$ cat src/rtl/flash_reader_pkg.sv
// Shared types and constants for the flash sample reader slice.
package flash_reader_pkg;

    typedef enum logic [1:0] {
        IDLE,
        REQ,
        WAIT_DV,
        DONE
    } flash_rd_state_t;

    localparam int         FLASH_ADDR_W        = 23;
    localparam int         SAMPLE_W            = 16;
    localparam logic [3:0] FLASH_BYTEEN_ALL    = 4'b1111;
    localparam int         TIMEOUT_CYC_DEFAULT = 255;

endpackage

$ cat src/rtl/rd_watchdog.sv
// Load/count/expire counter that bounds how long a flash read may stay outstanding.
module rd_watchdog #(
    parameter int TIMEOUT_CYC = 255
) (
    input  logic clk,
    input  logic rst_n,
    input  logic load,
    input  logic run,
    output logic expired
);
    localparam int CNT_W = $clog2(TIMEOUT_CYC + 1);

    logic [CNT_W-1:0] cnt_q;
    logic [CNT_W-1:0] cnt_d;

    // Fires on the TIMEOUT_CYC-th cycle spent waiting.
    assign expired = run && (cnt_q == CNT_W'(TIMEOUT_CYC - 1));

    always_comb begin
        cnt_d = cnt_q;
        if (load) begin
            cnt_d = '0;
        end else if (run && !expired) begin
            cnt_d = cnt_q + 1'b1;
        end
    end

    always_ff @(posedge clk) begin
        if (!rst_n) begin
            cnt_q <= '0;
        end else begin
            cnt_q <= cnt_d;
        end
    end

endmodule

$ cat src/rtl/flash_sample_reader.sv
// Avalon-MM flash reader returning one 16-bit sample per request, reusing the held word for the second half.
// Optional read watchdog enabled by defining FLASH_RD_TIMEOUT_EN.
module flash_sample_reader
    import flash_reader_pkg::*;
#(
    parameter int ADDR_W      = FLASH_ADDR_W,
    parameter int SAMPLE_W    = flash_reader_pkg::SAMPLE_W,
    parameter int TIMEOUT_CYC = TIMEOUT_CYC_DEFAULT
) (
    input  logic                  clk,
    input  logic                  rst_n,
    input  logic                  start,
    input  logic [ADDR_W-1:0]     addr,
    input  logic                  is_old,
    input  logic                  back_mode,
    output logic                  flash_mem_read,
    output logic [ADDR_W-1:0]     flash_mem_address,
    output logic [3:0]            flash_mem_byteenable,
    input  logic                  flash_mem_waitrequest,
    input  logic                  flash_mem_readdatavalid,
    input  logic [2*SAMPLE_W-1:0] flash_mem_readdata,
    output logic [SAMPLE_W-1:0]   sample,
    output logic                  sample_valid,
    output logic                  busy,
    output logic                  overrun,
    output logic                  rd_error
);
    flash_rd_state_t       state_q, state_d;
    logic                  read_q, read_d;
    logic [ADDR_W-1:0]     addr_q, addr_d;
    logic [SAMPLE_W-1:0]   sample_q, sample_d;
    logic                  sample_valid_q, sample_valid_d;
    logic                  overrun_q, overrun_d;
    logic [2*SAMPLE_W-1:0] word_q, word_d;
    logic                  word_held_q, word_held_d;
    logic                  reuse_q, reuse_d;
    logic                  back_q, back_d;
    logic                  wd_load;
    logic                  wd_expired;

`ifdef FLASH_RD_TIMEOUT_EN
    logic rd_error_q, rd_error_d;

    rd_watchdog #(
        .TIMEOUT_CYC (TIMEOUT_CYC)
    ) u_rd_watchdog (
        .clk     (clk),
        .rst_n   (rst_n),
        .load    (wd_load),
        .run     ((state_q == REQ) || (state_q == WAIT_DV)),
        .expired (wd_expired)
    );

    assign rd_error = rd_error_q;
`else
    // No watchdog: the FSM waits on the flash indefinitely.
    assign wd_expired = 1'b0;
    assign rd_error   = 1'b0 & (TIMEOUT_CYC != 0);
`endif

    always_comb begin
        state_d        = state_q;
        read_d         = read_q;
        addr_d         = addr_q;
        sample_d       = sample_q;
        sample_valid_d = 1'b0;
        overrun_d      = overrun_q | (start && (state_q != IDLE));
        word_d         = word_q;
        word_held_d    = word_held_q;
        reuse_d        = reuse_q;
        back_d         = back_q;
        wd_load        = 1'b0;
`ifdef FLASH_RD_TIMEOUT_EN
        rd_error_d     = rd_error_q;
`endif
        case (state_q)
            IDLE: begin
                if (start) begin
                    addr_d  = addr;
                    back_d  = back_mode;
                    // A reuse request with nothing held falls back to a fresh read.
                    reuse_d = is_old && word_held_q;
                    if (reuse_d) begin
                        state_d = DONE;
                    end else begin
                        state_d = REQ;
                        read_d  = 1'b1;
                        wd_load = 1'b1;
                    end
                end
            end
            REQ: begin
                if (!flash_mem_waitrequest) begin
                    read_d = 1'b0;
                    if (flash_mem_readdatavalid) begin
                        word_d      = flash_mem_readdata;
                        word_held_d = 1'b1;
                        state_d     = DONE;
                    end else begin
                        state_d = WAIT_DV;
                    end
                end
            end
            WAIT_DV: begin
                if (flash_mem_readdatavalid) begin
                    word_d      = flash_mem_readdata;
                    word_held_d = 1'b1;
                    state_d     = DONE;
                end
            end
            DONE: begin
                // Fresh forward and reuse reverse take the low half; the other two take the high half.
                sample_d       = (reuse_q ^ back_q) ? word_q[2*SAMPLE_W-1:SAMPLE_W]
                                                    : word_q[SAMPLE_W-1:0];
                sample_valid_d = 1'b1;
                state_d        = IDLE;
            end
            default: state_d = IDLE;
        endcase

`ifdef FLASH_RD_TIMEOUT_EN
        if (wd_expired && ((state_q == REQ) || (state_q == WAIT_DV))) begin
            read_d         = 1'b0;
            rd_error_d     = 1'b1;
            sample_d       = '0;
            sample_valid_d = 1'b1;
            word_held_d    = 1'b0;
            state_d        = IDLE;
        end
`endif
    end

    always_ff @(posedge clk) begin
        if (!rst_n) begin
            state_q        <= IDLE;
            read_q         <= 1'b0;
            addr_q         <= '0;
            sample_q       <= '0;
            sample_valid_q <= 1'b0;
            overrun_q      <= 1'b0;
            word_held_q    <= 1'b0;
            reuse_q        <= 1'b0;
            back_q         <= 1'b0;
`ifdef FLASH_RD_TIMEOUT_EN
            rd_error_q     <= 1'b0;
`endif
        end else begin
            state_q        <= state_d;
            read_q         <= read_d;
            addr_q         <= addr_d;
            sample_q       <= sample_d;
            sample_valid_q <= sample_valid_d;
            overrun_q      <= overrun_d;
            word_q         <= word_d;
            word_held_q    <= word_held_d;
            reuse_q        <= reuse_d;
            back_q         <= back_d;
`ifdef FLASH_RD_TIMEOUT_EN
            rd_error_q     <= rd_error_d;
`endif
        end
    end

    assign flash_mem_read       = read_q;
    assign flash_mem_address    = addr_q;
    assign flash_mem_byteenable = FLASH_BYTEEN_ALL;
    assign sample               = sample_q;
    assign sample_valid         = sample_valid_q;
    assign busy                 = (state_q != IDLE);
    assign overrun              = overrun_q;

endmodule

$ cat config.mk
export PLATFORM = sky130hd
export DESIGN_NAME = flash_sample_reader
export DESIGN_NICKNAME = d
export VERILOG_FILES = /design/src/rtl/flash_reader_pkg.sv /design/src/rtl/rd_watchdog.sv /design/src/rtl/flash_sample_reader.sv
export SDC_FILE = /design/constraint.sdc
export NUM_CORES = 1
export LEC_CHECK = 0
export CAP_MARGIN = 20
export CORE_MARGIN = 10
export CORE_UTILIZATION = 39
export CTS_CLUSTER_DIAMETER = 30
export DETAILED_ROUTE_END_ITERATION = 16
export PLACE_DENSITY = 0.74
export SKIP_LAST_GASP = 1
export SYNTH_ARGS = -nofsm -noshare
export SYNTH_HDL_FRONTEND = slang
export SYNTH_SLANG_ARGS = --single-unit
$ cat constraint.sdc
create_clock -name clk -period 2.6 [get_ports clk]
set_input_delay 0.52 -clock clk [delete_from_list [all_inputs] [get_ports clk]]
set_output_delay 0.52 -clock clk [all_outputs]
set_load 0.02 [all_outputs]
==> flow_summary.html <==
<table>
<tr><th>Metric</th><th>Value</th></tr>
<tr><th colspan="2">Min path</th></tr>
<tr><td>Hold/Removal Path Class</td><td>flop to flop</td></tr>
<tr><th colspan="2">Timing</th></tr>
<tr><td>Max Clk Rate</td><td>417 MHz</td></tr>
<tr><td>Post-route minimum period</td><td>2.40 ns</td></tr>
<tr><td>Final worst-path cycle share</td><td>92.3%</td></tr>
<tr><td>Final Max Tran Viols</td><td>0</td></tr>
<tr><td>Final Hold Violating Endpoints</td><td>0</td></tr>
<tr><td>Relative max-transition margin</td><td>43.5%</td></tr>
<tr><td>RSZ-0062 raised after global routing</td><td>no</td></tr>
<tr><td>Layout Skew</td><td>0.00764 ns</td></tr>
<tr><td>Number of setup violations in the final report</td><td>0</td></tr>
<tr><td>Aggregate negative setup slack</td><td>0 ns</td></tr>
<tr><td>Worst-Margin Slew</td><td>0.845 ns</td></tr>
<tr><th colspan="2">Pwr</th></tr>
<tr><td>Power spent charging and discharging nets</td><td>1.19 mW</td></tr>
<tr><td>Standby leakage power</td><td>1.63 nW</td></tr>
<tr><td>Switching part of the total</td><td>32.3%</td></tr>
<tr><td>Ratio of total power to cell area</td><td>869 nW/um2</td></tr>
<tr><td>Part of the total power dissipated in sequential elements</td><td>44.3%</td></tr>
<tr><td>Portion of total power attributed to combinational logic</td><td>30.3%</td></tr>
<tr><td>Cell internal pwr</td><td>2.50 mW</td></tr>
<tr><td>Part of the power in the clock network</td><td>25.4%</td></tr>
<tr><td>Worst VDD drop</td><td>0.000345 V</td></tr>
<tr><th colspan="2">Global routing</th></tr>
<tr><td>Number of antenna violations at the first check in global routing</td><td>0</td></tr>
<tr><td>Pin count of the biggest net entering global routing</td><td>34</td></tr>
<tr><td>Total global routing track utilization</td><td>12.8%</td></tr>
<tr><td>Vias in the first global route</td><td>2166</td></tr>
<tr><td>Congestion Overflow GR</td><td>0</td></tr>
<tr><td>Wire length of the first global-routing pass</td><td>11300 um</td></tr>
<tr><th colspan="2">Worst setup path</th></tr>
<tr><td>Crit path required time</td><td>2.08 ns</td></tr>
<tr><td>Arrival @ worst endpoint</td><td>1.88 ns</td></tr>
<tr><td>Slowest stage delay, CP</td><td>0.62 ns</td></tr>
<tr><td>Most Frequent Cell on Critical Path</td><td>inv_1</td></tr>
<tr><td>Worst-path fanout max</td><td>5</td></tr>
<tr><td>Crit path cell chain</td><td>inv_1 -&gt; ha_1 -&gt; inv_1 -&gt; clkdlybuf4s50_1</td></tr>
<tr><td>Start of the worst register-to-register path</td><td>state_q[0]</td></tr>
<tr><td>Critical path endpoint</td><td>busy</td></tr>
<tr><td>CP startpoint</td><td>state_q[0]</td></tr>
<tr><td>Category of the worst setup path capture point</td><td>output pin</td></tr>
<tr><td>FF-to-FF path depth</td><td>5</td></tr>
<tr><td>Startpoint type of the worst setup path</td><td>flop</td></tr>
<tr><td>Endpoint of the lowest-slack register-to-register path</td><td>flash_mem_address[19]</td></tr>
<tr><td>Start-to-end type of the worst setup path</td><td>flop to output pin</td></tr>
<tr><td>Worst reg-to-reg setup slack</td><td>0.79 ns</td></tr>
<tr><td>CP max stage cell</td><td>clkdlybuf4s50_1</td></tr>
<tr><th colspan="2">Routing</th></tr>
<tr><td>Detailed-routing wirelength on met1</td><td>2860 um</td></tr>
<tr><td>WL per Instance</td><td>15.9 um</td></tr>
<tr><td>Via count of the routed design</td><td>2231</td></tr>
<tr><td>Uppermost routed layer</td><td>met4</td></tr>
<tr><td>Routed wire length</td><td>7410 um</td></tr>
<tr><td>Violation count after the first detailed-routing iteration</td><td>118</td></tr>
<tr><td>Antenna-violating nets left</td><td>0</td></tr>
<tr><td>Iteration count of the initial detailed-routing pass</td><td>4</td></tr>
<tr><td>Met3 WL</td><td>399 um</td></tr>
<tr><td>Routed wire length on met2</td><td>3980 um</td></tr>
<tr><td>Number of design rule violations left after detail routing</td><td>0</td></tr>
<tr><td>DR vias/cell</td><td>4.78</td></tr>
<tr><th colspan="2">Cells and area</th></tr>
<tr><td>Layout-stage area growth over the synthesis result</td><td>45.2%</td></tr>
<tr><td>Register area</td><td>1900 um2</td></tr>
<tr><td>Number of nets in the layout</td><td>430</td></tr>
<tr><td>Area of the multi-input gates</td><td>920 um2</td></tr>
<tr><td>Final-layout fill cell count</td><td>614</td></tr>
<tr><td>Fraction of layout instances using a drive strength above 1</td><td>7.07%</td></tr>
<tr><td>Antenna fix cells</td><td>0</td></tr>
<tr><td>Core utilization of the finished layout</td><td>58.5%</td></tr>
<tr><th colspan="2">Logic synthesis</th></tr>
<tr><td>Register bit total from synthesis</td><td>79</td></tr>
<tr><td>Sequential element share of the synthesized area</td><td>65.0%</td></tr>
<tr><td>Average size of a mapped cell</td><td>11.3 um2</td></tr>
<tr><td>Count of yosys warnings during synthesis</td><td>0</td></tr>
<tr><td>Async set-reset flop share out of synthesis</td><td>0%</td></tr>
<tr><td>Mapped Cells</td><td>258</td></tr>
<tr><td>Number of enable-type register cells in the synthesized netlist</td><td>32</td></tr>
<tr><td>Number of different library cells in the post-synthesis netlist</td><td>33</td></tr>
<tr><td>Syn Std Cell Area</td><td>2920 um2</td></tr>
<tr><td>Synth Flop Type</td><td>dfxtp_1</td></tr>
<tr><th colspan="2">Die</th></tr>
<tr><td>Starting utilization of the core area</td><td>40.3%</td></tr>
<tr><td>Die Y</td><td>107 um</td></tr>
<tr><td>Number of placed I/O pins</td><td>110</td></tr>
<tr><td>Placement row count</td><td>31</td></tr>
<tr><td>Core Region</td><td>7250 um2</td></tr>
<tr><td>Die outline area</td><td>11400 um2</td></tr>
<tr><td>Chip Width</td><td>107 um</td></tr>
<tr><th colspan="2">CTS</th></tr>
<tr><td>Cells resized by post-CTS repair</td><td>0</td></tr>
<tr><td>Maximum root-to-sink buffer count</td><td>2</td></tr>
<tr><td>Insertion delay to the later sink of the worst-skew pair</td><td>0.36 ns</td></tr>
<tr><td>Number of levels in the clock H-tree</td><td>3</td></tr>
<tr><td>Clock slew at reported path FFs</td><td>0.08 ns</td></tr>
<tr><td>Post-CTS repair timing setup buffer count</td><td>0</td></tr>
<tr><td>Clock sink count</td><td>79</td></tr>
<tr><td>CTS tree</td><td>built</td></tr>
<tr><td>Hold buffer count at CTS</td><td>0</td></tr>
<tr><td>Clock Tree Root</td><td>clkbuf_8</td></tr>
<tr><td>Total clock buffers created by CTS</td><td>9</td></tr>
<tr><th colspan="2">Place</th></tr>
<tr><td>Weighted congestion reported at the end of routability-driven placement</td><td>0.734</td></tr>
<tr><td>Number of input and output port buffers inserted</td><td>104</td></tr>
<tr><td>Placed wire-length estimate after detailed placement</td><td>5330 um</td></tr>
<tr><th colspan="2">Flow run</th></tr>
<tr><td>MaxCap Viol Count</td><td>0</td></tr>
<tr><th colspan="2">Outcome</th></tr>
<tr><td>Outcome</td><td>complete, no violations</td></tr>
</table>
## registers in the layout, indices dropped and copies added, names as in the netlist, 2 cells and up
| register | cells |
|---|---|
| word_q | 32 |
| flash_mem_address | 23 |
| sample | 16 |
| state_q | 2 |
## layout make-up
class / count / share of cell area [%]
sequential: 79 / 44.8
timing repair buffer: 109 / 25.4
multi-input combinational: 159 / 21.7
clock buffer: 9 / 2.92
tap: 99 / 2.92
clock inverter: 7 / 1.89
inverter: 5 / 0.442
## worst min path at each step
stage                                  endpoint  cells past startpoint                  start  slack [ns]
final                     flash_mem_address[21]                      2  flash_mem_address[21]        0.46
after global routing       flash_mem_address[1]                      2   flash_mem_address[1]        0.48
after CTS                 flash_mem_address[16]                      2  flash_mem_address[16]        0.46
after detailed placement  flash_mem_address[16]                      2  flash_mem_address[16]        0.45
after global placement    flash_mem_address[11]                      2  flash_mem_address[11]        0.44
after floorplan                         reuse_q                      2            word_held_q        0.48
## stage by stage
stage,instances,hold slack [ns],setup slack [ns],total power [mW],area [um2]
6_report,467,0.456,0.201,3.69,4250
5_1_grt,467,0.476,0.0999,3.88,4250
4_1_cts,467,0.459,0.177,3.72,4250
3_5_place_dp,451,0.447,0.578,2.78,4040
3_3_place_gp,451,0.441,0.619,2.75,4040
2_1_floorplan,261,0.479,0.515,2.30,2940
## worst max-delay path, delay by kind of cell (launching register included)
family	cells	cell delay, ns
adders and majority gates	1	0.26
DFF	1	0.42
buffers and inverters	3	0.84
## power by group through the flow
stage / Sequential [mW] / Clock [mW] / Combinational, mW
after floorplan: 1.80 / 0 / 0.497
after global placement: 1.65 / 0 / 1.10
after detailed placement: 1.66 / 0 / 1.12
after CTS: 1.64 / 0.958 / 1.13
after global routing: 1.66 / 1.01 / 1.21
final: 1.63 / 0.936 / 1.12
## synthesized netlist by cell type, types with 2 or more instances
| master | n | area (um2) |
|---|---|---|
| buf_4 | 5 | 37.5 |
| clkbuf_1 | 8 | 30.0 |
| nor2_1 | 2 | 7.51 |
| mux2i_1 | 16 | 160 |
| nor2b_1 | 2 | 12.5 |
| o21ai_0 | 17 | 85.1 |
| dfxtp_1 | 47 | 941 |
| buf_2 | 3 | 15.0 |
| edfxtp_1 | 32 | 961 |
| inv_1 | 4 | 15.0 |
| nand2_1 | 51 | 191 |
| a21oi_1 | 42 | 210 |
| and2_1 | 2 | 12.5 |
| conb_1 | 2 | 7.51 |
| ha_1 | 5 | 62.6 |
| nand3_1 | 3 | 15.0 |
## cells in the final DEF (no fill, tap or decap), types with 2 or more instances in the layout
cell type        count
ha_1                 5
inv_6                2
nand2_1             51
inv_1                4
edfxtp_1            32
clkbuf_8             9
nor2b_1              2
clkdlybuf4s50_1    104
a21oi_1             42
mux2i_1             16
buf_4                5
conb_1               5
dfxtp_1             47
nand3_1              3
and2_1               2
o21ai_0             17
## kinds of logic (layout without fill, tap and decap cells)
kind of cell             Yosys count  after routing  share of synthesized area (%)
other                              2              5                          0.257
adder cells (fa/ha/maj)            5              5                           2.14
flip-flops                        79             79                           65.0
AO/OA/AOI/OAI                     67             67                           12.5
XOR/XNOR                           1              1                          0.942
buffers and inverters             23            130                           3.98
AND/OR/NAND/NOR                   65             65                           9.63
multiplexers                      16             16                           5.48
## per-layer routing
| metal | vias to the layer above | track usage (%) |
|---|---|---|
| met5 | - | 0 |
| met4 | 0 | 7.35 |
| met3 | 14 | 3.65 |
| met2 | 70 | 22.9 |
| met1 | 1049 | 13.0 |
| li1 | 1098 | - |
(Power assumes the default switching activity.)
